File: src/rtl/align_shift_pkg.sv
// Shared FP adder constants: datapath widths, the alignment shift limit
// and the bit layout of a packed 37-bit operand (sign | exponent | mantissa).
package align_shift_pkg;

    localparam int FP_MW     = 28;
    localparam int FP_EW     = 8;
    localparam int MAX_SHIFT = 28;
    localparam int DEXP_W    = 5;

    // Packed operand field offsets: {sign, exponent[7:0], mantissa[27:0]}
    localparam int OP_W        = 1 + FP_EW + FP_MW;
    localparam int OP_SIGN_BIT = OP_W - 1;
    localparam int OP_EXP_MSB  = OP_W - 2;
    localparam int OP_EXP_LSB  = FP_MW;
    localparam int OP_MANT_MSB = FP_MW - 1;
    localparam int OP_MANT_LSB = 0;

    // Any difference at or beyond the mantissa width pushes every bit into sticky
    function automatic logic is_full_flush(input logic [DEXP_W-1:0] dexp);
        return dexp >= DEXP_W'(MAX_SHIFT);
    endfunction

endpackage

File: src/rtl/sticky_shr.sv
// Combinational logical right shift that folds every shifted-out bit
// into bit 0 of the result, so later rounding still sees a nonzero tail.
module sticky_shr
    import align_shift_pkg::*;
#(
    parameter int W  = 28,
    parameter int SW = 5
) (
    input  logic [W-1:0]  din,
    input  logic [SW-1:0] sh,
    output logic [W-1:0]  dout
);

    logic [W-1:0] shifted;
    logic [W-1:0] lost_mask;
    logic         sticky;

    // Shift, then OR together the bits that fell off the bottom
    always_comb begin
        shifted   = din >> sh;
        lost_mask = ~({W{1'b1}} << sh);
        sticky    = |(din & lost_mask);
        dout      = shifted;
        dout[0]   = shifted[0] | sticky;
    end

endmodule

File: src/rtl/align_shift.sv
// Two-stage mantissa alignment for the FP adder. Stage 1 does the coarse
// shift in multiples of 8 (or a full flush for huge differences), stage 2
// the fine 0..7 shift. Sticky bits are folded into bit 0 at each stage,
// which is equivalent to collecting them all at once because bit 0 itself
// is part of whatever stage 2 shifts out. Both stages use a valid bit with
// ready/valid handshaking so the pipe runs at full rate and stalls cleanly.
module align_shift
    import align_shift_pkg::*;
#(
    parameter int MW = FP_MW,
    parameter int EW = FP_EW
) (
    input  logic          clk,
    input  logic          rst,
    input  logic          in_valid,
    output logic          in_ready,
    input  logic          Comp,
    input  logic          SA,
    input  logic          SB,
    input  logic [EW-1:0] Emax,
    input  logic [MW-1:0] Mmax,
    input  logic [MW-1:0] Mshift,
    input  logic [4:0]    Dexp,
    output logic          out_valid,
    input  logic          out_ready,
    output logic          Sres,
    output logic [EW-1:0] Eres,
    output logic [MW-1:0] Mbig,
    output logic [MW-1:0] Malign,
    output logic          Esub
);

    // Stage 1 registers
    logic          s1_valid;
    logic          s1_sres;
    logic [EW-1:0] s1_eres;
    logic [MW-1:0] s1_mbig;
    logic [MW-1:0] s1_malign;
    logic          s1_esub;
    logic [2:0]    s1_fine;

    // Handshake and datapath intermediates
    logic          s1_load;
    logic          s2_load;
    logic          flush;
    logic [4:0]    coarse_sh;
    logic [MW-1:0] coarse_out;
    logic [MW-1:0] s1_malign_next;
    logic [2:0]    s1_fine_next;
    logic [MW-1:0] fine_out;

    // Output stage is out_valid itself; accept whenever something downstream frees a slot
    assign in_ready = ~s1_valid | (~out_valid | out_ready);
    assign s1_load  = in_valid & in_ready;
    assign s2_load  = s1_valid & (~out_valid | out_ready);

    assign coarse_sh = {Dexp[4:3], 3'b000};
    assign flush     = is_full_flush(Dexp);

    sticky_shr #(
        .W  (MW),
        .SW (5)
    ) u_coarse (
        .din  (Mshift),
        .sh   (coarse_sh),
        .dout (coarse_out)
    );

    // Full flush leaves only the OR of the whole mantissa; fine shift is then irrelevant
    always_comb begin
        s1_malign_next = coarse_out;
        s1_fine_next   = Dexp[2:0];
        if (flush) begin
            s1_malign_next = {{(MW-1){1'b0}}, |Mshift};
            s1_fine_next   = 3'b000;
        end
    end

    sticky_shr #(
        .W  (MW),
        .SW (3)
    ) u_fine (
        .din  (s1_malign),
        .sh   (s1_fine),
        .dout (fine_out)
    );

    // Valid bits: a stage fills on load, empties when its contents move on without a refill
    always_ff @(posedge clk) begin
        if (rst) begin
            s1_valid  <= 1'b0;
            out_valid <= 1'b0;
        end else begin
            if (s1_load) begin
                s1_valid <= 1'b1;
            end else if (s2_load) begin
                s1_valid <= 1'b0;
            end
            if (s2_load) begin
                out_valid <= 1'b1;
            end else if (out_ready) begin
                out_valid <= 1'b0;
            end
        end
    end

    // Stage 1 data captures only on an accepted input so bubbles do not toggle it
    always_ff @(posedge clk) begin
        if (rst) begin
            s1_sres   <= 1'b0;
            s1_eres   <= '0;
            s1_mbig   <= '0;
            s1_malign <= '0;
            s1_esub   <= 1'b0;
            s1_fine   <= 3'b000;
        end else if (s1_load) begin
            s1_sres   <= Comp ? SA : SB;
            s1_eres   <= Emax;
            s1_mbig   <= Mmax;
            s1_malign <= s1_malign_next;
            s1_esub   <= SA ^ SB;
            s1_fine   <= s1_fine_next;
        end
    end

    // Output registers advance with stage 1 and otherwise hold through stalls
    always_ff @(posedge clk) begin
        if (rst) begin
            Sres   <= 1'b0;
            Eres   <= '0;
            Mbig   <= '0;
            Malign <= '0;
            Esub   <= 1'b0;
        end else if (s2_load) begin
            Sres   <= s1_sres;
            Eres   <= s1_eres;
            Mbig   <= s1_mbig;
            Malign <= fine_out;
            Esub   <= s1_esub;
        end
    end

endmodule
File: config.mk
export PLATFORM = sky130hd
export DESIGN_NAME = align_shift
export DESIGN_NICKNAME = d
export VERILOG_FILES = /design/src/rtl/align_shift_pkg.sv /design/src/rtl/sticky_shr.sv /design/src/rtl/align_shift.sv
export SDC_FILE = /design/constraint.sdc
export NUM_CORES = 1
export LEC_CHECK = 0
export BUFFER_PORTS_ARGS = -buffer_cell sky130_fd_sc_hd__buf_2
export CORE_MARGIN = 2
export CORE_UTILIZATION = 40
export DETAILED_ROUTE_END_ITERATION = 8
export HOLD_SLACK_MARGIN = 0.03
export PLACE_DENSITY = 0.65
export SYNTH_ARGS = -nofsm -noshare
export SYNTH_HDL_FRONTEND = slang
export SYNTH_SLANG_ARGS = --single-unit
File: constraint.sdc
create_clock -name clk -period 1.5 [get_ports clk]
set_input_delay 0.225 -clock clk [delete_from_list [all_inputs] [get_ports clk]]
set_output_delay 0.225 -clock clk [all_outputs]
set_load 0.005 [all_outputs]
==> results of run 1 <==
==> layer usage <==
metal | part of all wire | vias up | wire, um | GRT usage
li1 | - | 2740 | - | -
met1 | 0.45 | 2551 | 7236 | 0.2564
met2 | 0.49 | 131 | 7743 | 0.3095
met3 | 0.046 | 15 | 742 | 0.04606
met4 | 0.015 | 0 | 234 | 0.07757
met5 | 0 | - | 0 | 0
==> how the worst max path moves through the flow <==
stage / endpoint / slack, ps
6_report: Malign[9]$_SDFFE_PP0P_ / 10
5_1_grt: Malign[13]$_SDFFE_PP0P_ / -80
4_1_cts: Malign[9]$_SDFFE_PP0P_ / -7
3_5_place_dp: Malign[3]$_SDFFE_PP0P_ / -100
3_3_place_gp: Malign[5]$_SDFFE_PP0P_ / -50
2_1_floorplan: Malign[21]$_SDFFE_PP0P_ / 3
==> cell usage in the layout, fill, tap and decap left out, types with 2 or more instances in the layout <==
cell type	Yosys	layout
clkbuf_16	0	19
or3_1	8	8
nand2_1	173	171
dfxtp_1	137	135
mux4_2	18	23
o21ai_0	2	2
inv_6	0	3
inv_1	4	4
nor2_1	59	59
nor4_1	7	7
and2_2	0	2
nand3_1	9	9
nor3_1	3	3
a32oi_1	3	3
clkinv_2	0	3
a211oi_1	34	34
buf_2	20	142
bufinv_16	0	3
nor2b_1	5	5
dlygate4sd3_1	0	4
a21oi_1	102	101
a211o_1	3	3
clkbuf_1	27	2
buf_4	4	27
buf_12	0	11
mux2i_1	44	43
a22oi_1	6	6
clkinv_4	0	2
==> cells in the mapped netlist, types with 5 or more instances <==
cell and n:
nand2_1 173, dfxtp_1 137, a21oi_1 102, nor2_1 59, mux2i_1 44, a211oi_1 34, clkbuf_1 27, buf_2 20
mux4_2 18, nand3_1 9, or3_1 8, buf_1 7, nor4_1 7, a22oi_1 6, mux4_1 5, nor2b_1 5
==> per-stage QoR <==
stage | instances | worst slack (ps) | TNS (ps) | hold slack, ps
detailed placement | 1007 | -101.4 | -1103 | 442.5
floorplan | 700 | 2.895 | 0 | 354.5
CTS | 1043 | -6.844 | -11.60 | 30.83
finish | 1047 | 11.44 | 0 | 49.60
global placement | 1007 | -54.15 | -329.6 | 437.6
global route | 1047 | -81.75 | -925.3 | 34.94
==> area by class of cell <==
class / instances / area share
timing repair buffer: 187 / 0.1565
clock inverter: 13 / 0.02124
clock buffer: 19 / 0.05485
sequential: 137 / 0.3481
tap: 188 / 0.02980
multi-input combinational: 499 / 0.3876
inverter: 4 / 0.001902
==> registers in the layout, summed over array words and instances, names as in the netlist <==
signal     count
s1_fine        3
s1_mbig       28
Sres           1
Eres           8
s1_sres        1
s1_malign     28
Esub           1
Mbig          28
s1_valid       1
s1_esub        1
Malign        28
s1_eres        8
out_valid      1
==> cells by family after synthesis <==
kind of cell | after synthesis | share of synthesized area
buf+inv | 64 | 0.04908
mux | 67 | 0.1604
xor+xnor | 1 | 0.001438
simple gates | 272 | 0.1836
flops | 137 | 0.4501
compound gates | 159 | 0.1554
==> what timing repair did <==
item / in CTS / in global routing
endpoints found under the setup margin: 23 / 27
pin swaps: 2 / 3
buffers inserted: 0 / 2
hold endpoints to repair: 4 / 0
gates resized for setup: 6 / 7
gates cloned: 0 / 2
hold buffers: 4 / 0
==> worst reg2reg max path: cells and delay by family, from the launching register on <==
family / cells / cell delay (ps)
DFF: 1 / 410
AOI/OAI and AO/OA: 1 / 90
muxes: 2 / 680
buffers and inverters: 1 / 160
==> power breakdown <==
group	total [mW]	switching [mW]	leakage, nW	internal (mW)
sequential	3.94	0.120	1.12	3.82
combinational	1.13	0.594	1.78	0.534
clock	4.24	1.61	0.294	2.64
==> results.cfg, run 1 <==
[setup_path]
cpPeakStageDelay_ps = 520
critPathTopFamily = multiplexers
path_buf_inv = 1
worstReg2RegStart = s1_fine[0]$_SDFFE_PP0P_
critPathArrivalTime_ps = 1770
critPathMaxFanout = 11
reg2reg_depth = 4
cp-startpoint = s1_fine[0]$_SDFFE_PP0P_
cpMaxStageDelayCell = mux4_2
critical_path_class = register to register
required_ps = 1780
reg2reg_to = Malign[9]$_SDFFE_PP0P_
cp-end-kind = register
startpoint_type = register
path_depth = 4
cp_cell_sequence = buf_12, mux4_2, mux2i_1, a211oi_1
r2r_setup_slack_ps = 10

[grt]
grt_max_degree = 52
grt_pass1_vias = 4992
grt_overflow = 0
grtUsageTotal = 0.1946
antenna_found_initial = 0
grt_first_pass_wirelength_um = 25250

[synth]
synth-edff-count = 0
netlist.area_leader.share = 0.4501
synth_warnings = 0
ys_ff_latch = 137
ys.flop_type = dfxtp_1
syn_inst = 700
synth_nets = 776
yosys.area.top_type = dfxtp_1
synth_seq_area_share = 0.4501
synthTopCellsByArea = dfxtp_1 (45%), nand2_1 (11%), a21oi_1 (8.4%), mux2i_1 (7.2%), mux4_2 (6.7%)
synth.cell_area_um2 = 6093
synthArstFlopShare = 0
avgSynthCellArea_um2 = 8.705
netlist-cell-type-count = 41

[cts]
clkSinkCount = 137
clock_latency_ps = 410
clk_path_buf_depth = 2
clk_pin_slew_worst_paths_ps = 60
clock-root-buffer = clkbuf_16
cts_buffers = 17
cts_tree = built
htreeDepth = 4

[floorplanning]
start_util = 0.4053
coreArea_um2 = 15030
rows = 45
die_area_um2 = 16240
pin_count = 144
dieHeight_um = 127.4
die_x_um = 127.4

[finish]
area.growth.synth_to_final_pct = 29.53
n_antenna_cell = 0
layout-drive-gt1-share = 0.2875
multi_input_area_um2 = 3059
seq_area_um2 = 2748
fillers = 1410
finalCoreUtilization = 0.5250
final_area_um2 = 7893
nNetsFinal = 922

[placement]
place_congestion = 0.8504
postPlaceCellArea_um2 = 7179
io_buffers = 143
dp_hpwl_um = 11070

[min_path]
whs_endpoint = s1_mbig[21]$_SDFFE_PP0P_
min_from = Mmax[21]
holdCritPathClass = primary input to register
hold_path_depth = 3

[timing]
rsz0062_at_grt = yes
finalHoldViolations = 0
slew_violations = 0
worstMarginPinSlew_ps = 504.1
finalCritPeriodShare = 0.9924
min_period_ps = 1489
slew_headroom = 0.6633
fmax_ghz = 0.6718
setup_violations = 0
skew_ps = 8.979

[power]
irDropWorstVdd_uv = 727.4
leakage_nw = 3.198
powerDensity_nw_per_um2 = 1180
power.total_mw = 9.309

[routing]
drtAntennaViolNets = 0
route.detailed.wl_per_inst_um = 15.24
first_pass_iters = 4
drtIter0Drc = 280
route.detailed.drc = 0
via_per_inst = 5.193
vias = 5437
routed_wl_um = 15960

[run_status]
status = finished, final reports clean

[run]
max_cap_viol_count = 0
No activity file was read; power rests on OpenSTA's default activity.
==> run 2, diff against run 1 <==
- CTS_BUF_LIST: not set -> sky130_fd_sc_hd__clkbuf_2
==> run 2 against run 1 <==
Compared with the run above:
- the flow now finishes with violations (setup timing)
- clock power shrank 43%
- sequential power barely moved
- first-iteration DRC count up 64%
- total power decreased by 15%
- sequential share of layout area down 4.1 points
- setup slack got worse by 160 ps
- critical path type is now register to output port
- critical endpoint is now out_valid
- largest cell class unchanged
- largest power group is now sequential cells
==> results.cfg, run 2 (synthesis gave the netlist of run 1 again) <==
[run_status]
status = finished, violations left
violations = setup timing

[routing]
drtAntennaViolNets = 0
first_pass_iters = 6
route.detailed.drc = 0
vias = 6196
routed_wl_um = 19460
via_per_inst = 5.360
drtIter0Drc = 460
route.detailed.wl_per_inst_um = 16.83

[cts]
cts_buffers = 17
clock-root-buffer = clkbuf_2
htreeDepth = 4
clk_pin_slew_worst_paths_ps = 200
clkSinkCount = 137
clk_path_buf_depth = 2
cts_tree = built
clock_latency_ps = 720

[setup_path]
critPathArrivalTime_ps = 1430
worstReg2RegStart = s1_fine[0]$_SDFFE_PP0P_
r2r_setup_slack_ps = -130
critPathMaxFanout = 2
critical_path_class = register to output port
startpoint_type = register
cp-end-kind = output port
reg2reg_to = Malign[23]$_SDFFE_PP0P_
required_ps = 1270
reg2reg_depth = 5

[min_path]
holdCritPathClass = primary input to register
min_from = Dexp[3]
hold_path_depth = 4
whs_endpoint = s1_malign[16]$_SDFFE_PP0P_

[power]
leakage_nw = 3.702
power.total_mw = 7.947
powerDensity_nw_per_um2 = 861.6
irDropWorstVdd_uv = 524.6

[grt]
antenna_found_initial = 1
grtUsageTotal = 0.2157
grt_max_degree = 52
grt_overflow = 0
grt_pass1_vias = 5578
grt_first_pass_wirelength_um = 27850

[timing]
setup_tns_ps = -1711
finalHoldViolations = 0
min_period_ps = 1653
finalCritPeriodShare = 1.102
worstMarginPinSlew_ps = 529.0
slew_headroom = 0.6461
skew_ps = 42.92
fmax_ghz = 0.6051
slew_violations = 0
setup_violations = 28
fin_ws_ps = -152.7
rsz0062_at_grt = yes

[finish]
layout-drive-gt1-share = 0.3919
nNetsFinal = 1030
finalNonFillerCells = 1156
finalCoreUtilization = 0.6135
area.growth.synth_to_final_pct = 51.36
fillers = 1228
final_cell_mix = nand2_1 (169), buf_2 (109), a21oi_1 (90)
layout_commonest_cell = nand2_1

[floorplanning]
dieHeight_um = 127.4
rows = 45
coreArea_um2 = 15030
pin_count = 144
die_x_um = 127.4
die_area_um2 = 16240
start_util = 0.4053

[placement]
numPlacedInstances = 1007
dp_hpwl_um = 11070
io_buffers = 143
place_congestion = 0.8504

[run]
max_cap_viol_count = 0
-- run 2: changes by cell type in the layout (fill, tap and decap cells not counted), sizes merged --
cell | before | now
and2 | 2 | 3
dlygate4sd3 | 4 | 83
clkbuf | 21 | 27
diode | 0 | 1
buf | 181 | 203
-- run 2: routing by layer --
metal | vias to the layer above | track usage | routed length (um)
met5 | - | 0 | 0
met4 | 0 | 0.09438 | 604
met3 | 65 | 0.05444 | 1215
met2 | 260 | 0.3536 | 9681
met1 | 2922 | 0.2699 | 7957
li1 | 2949 | - | -
-- run 2: worst max path at each step --
stage | startpoint | slack, ps | end | depth (start not counted)
detailed placement | s1_fine[0]$_SDFFE_PP0P_ | -100 | Malign[3]$_SDFFE_PP0P_ | 4
CTS | out_valid$_SDFFE_PP0P_ | -280 | in_ready | 2
global route | s1_valid$_SDFFE_PP0P_ | -290 | in_ready | 2
finish | out_valid$_SDFFE_PP0P_ | -150 | out_valid | 3
floorplan | s1_fine[0]$_SDFFE_PP0P_ | 3 | Malign[21]$_SDFFE_PP0P_ | 5
global placement | s1_fine[0]$_SDFFE_PP0P_ | -50 | Malign[5]$_SDFFE_PP0P_ | 4
-- run 2: area by class of cell --
cell class                 count  area [um2]  share of cell area
sequential                   137        2831              0.3070
antenna                        1       2.502           0.0002713
tap                          188       235.2             0.02551
clock buffer                  19       95.09             0.01031
timing repair buffer         294        2649              0.2872
multi-input combinational    500        3227              0.3499
inverter                       4       15.01            0.001628
clock inverter                13       167.7             0.01818
-- run 2: repair_timing --
item,4_1_cts,5_1_grt
endpoints found under the setup margin,77,121
resized for setup,77,88
endpoints found under the hold margin,104,0
buffers inserted,4,17
cloned,2,12
hold buffers,83,0
pin swaps,11,46
-- run 2: critical path, stage by stage (launching register included) --
cell,delay [ps]
dfxtp_2,370
buf_4,130
buf_6,110
buf_6,110
-- run 2: stage by stage --
step | worst slack [ps] | area, um2 | hold slack, ps
global route | -286.4 | 9223 | 67.65
detailed placement | -101.4 | 7179 | 442.5
floorplan | 2.895 | 6098 | 354.5
global placement | -54.15 | 7179 | 437.6
finish | -152.7 | 9223 | 113.3
CTS | -275.4 | 8511 | 35.52
-- run 2: where the power goes --
part	switching [mW]	internal, mW
sequential	0.132	3.83
combinational	0.722	0.836
clock	1.46	0.968
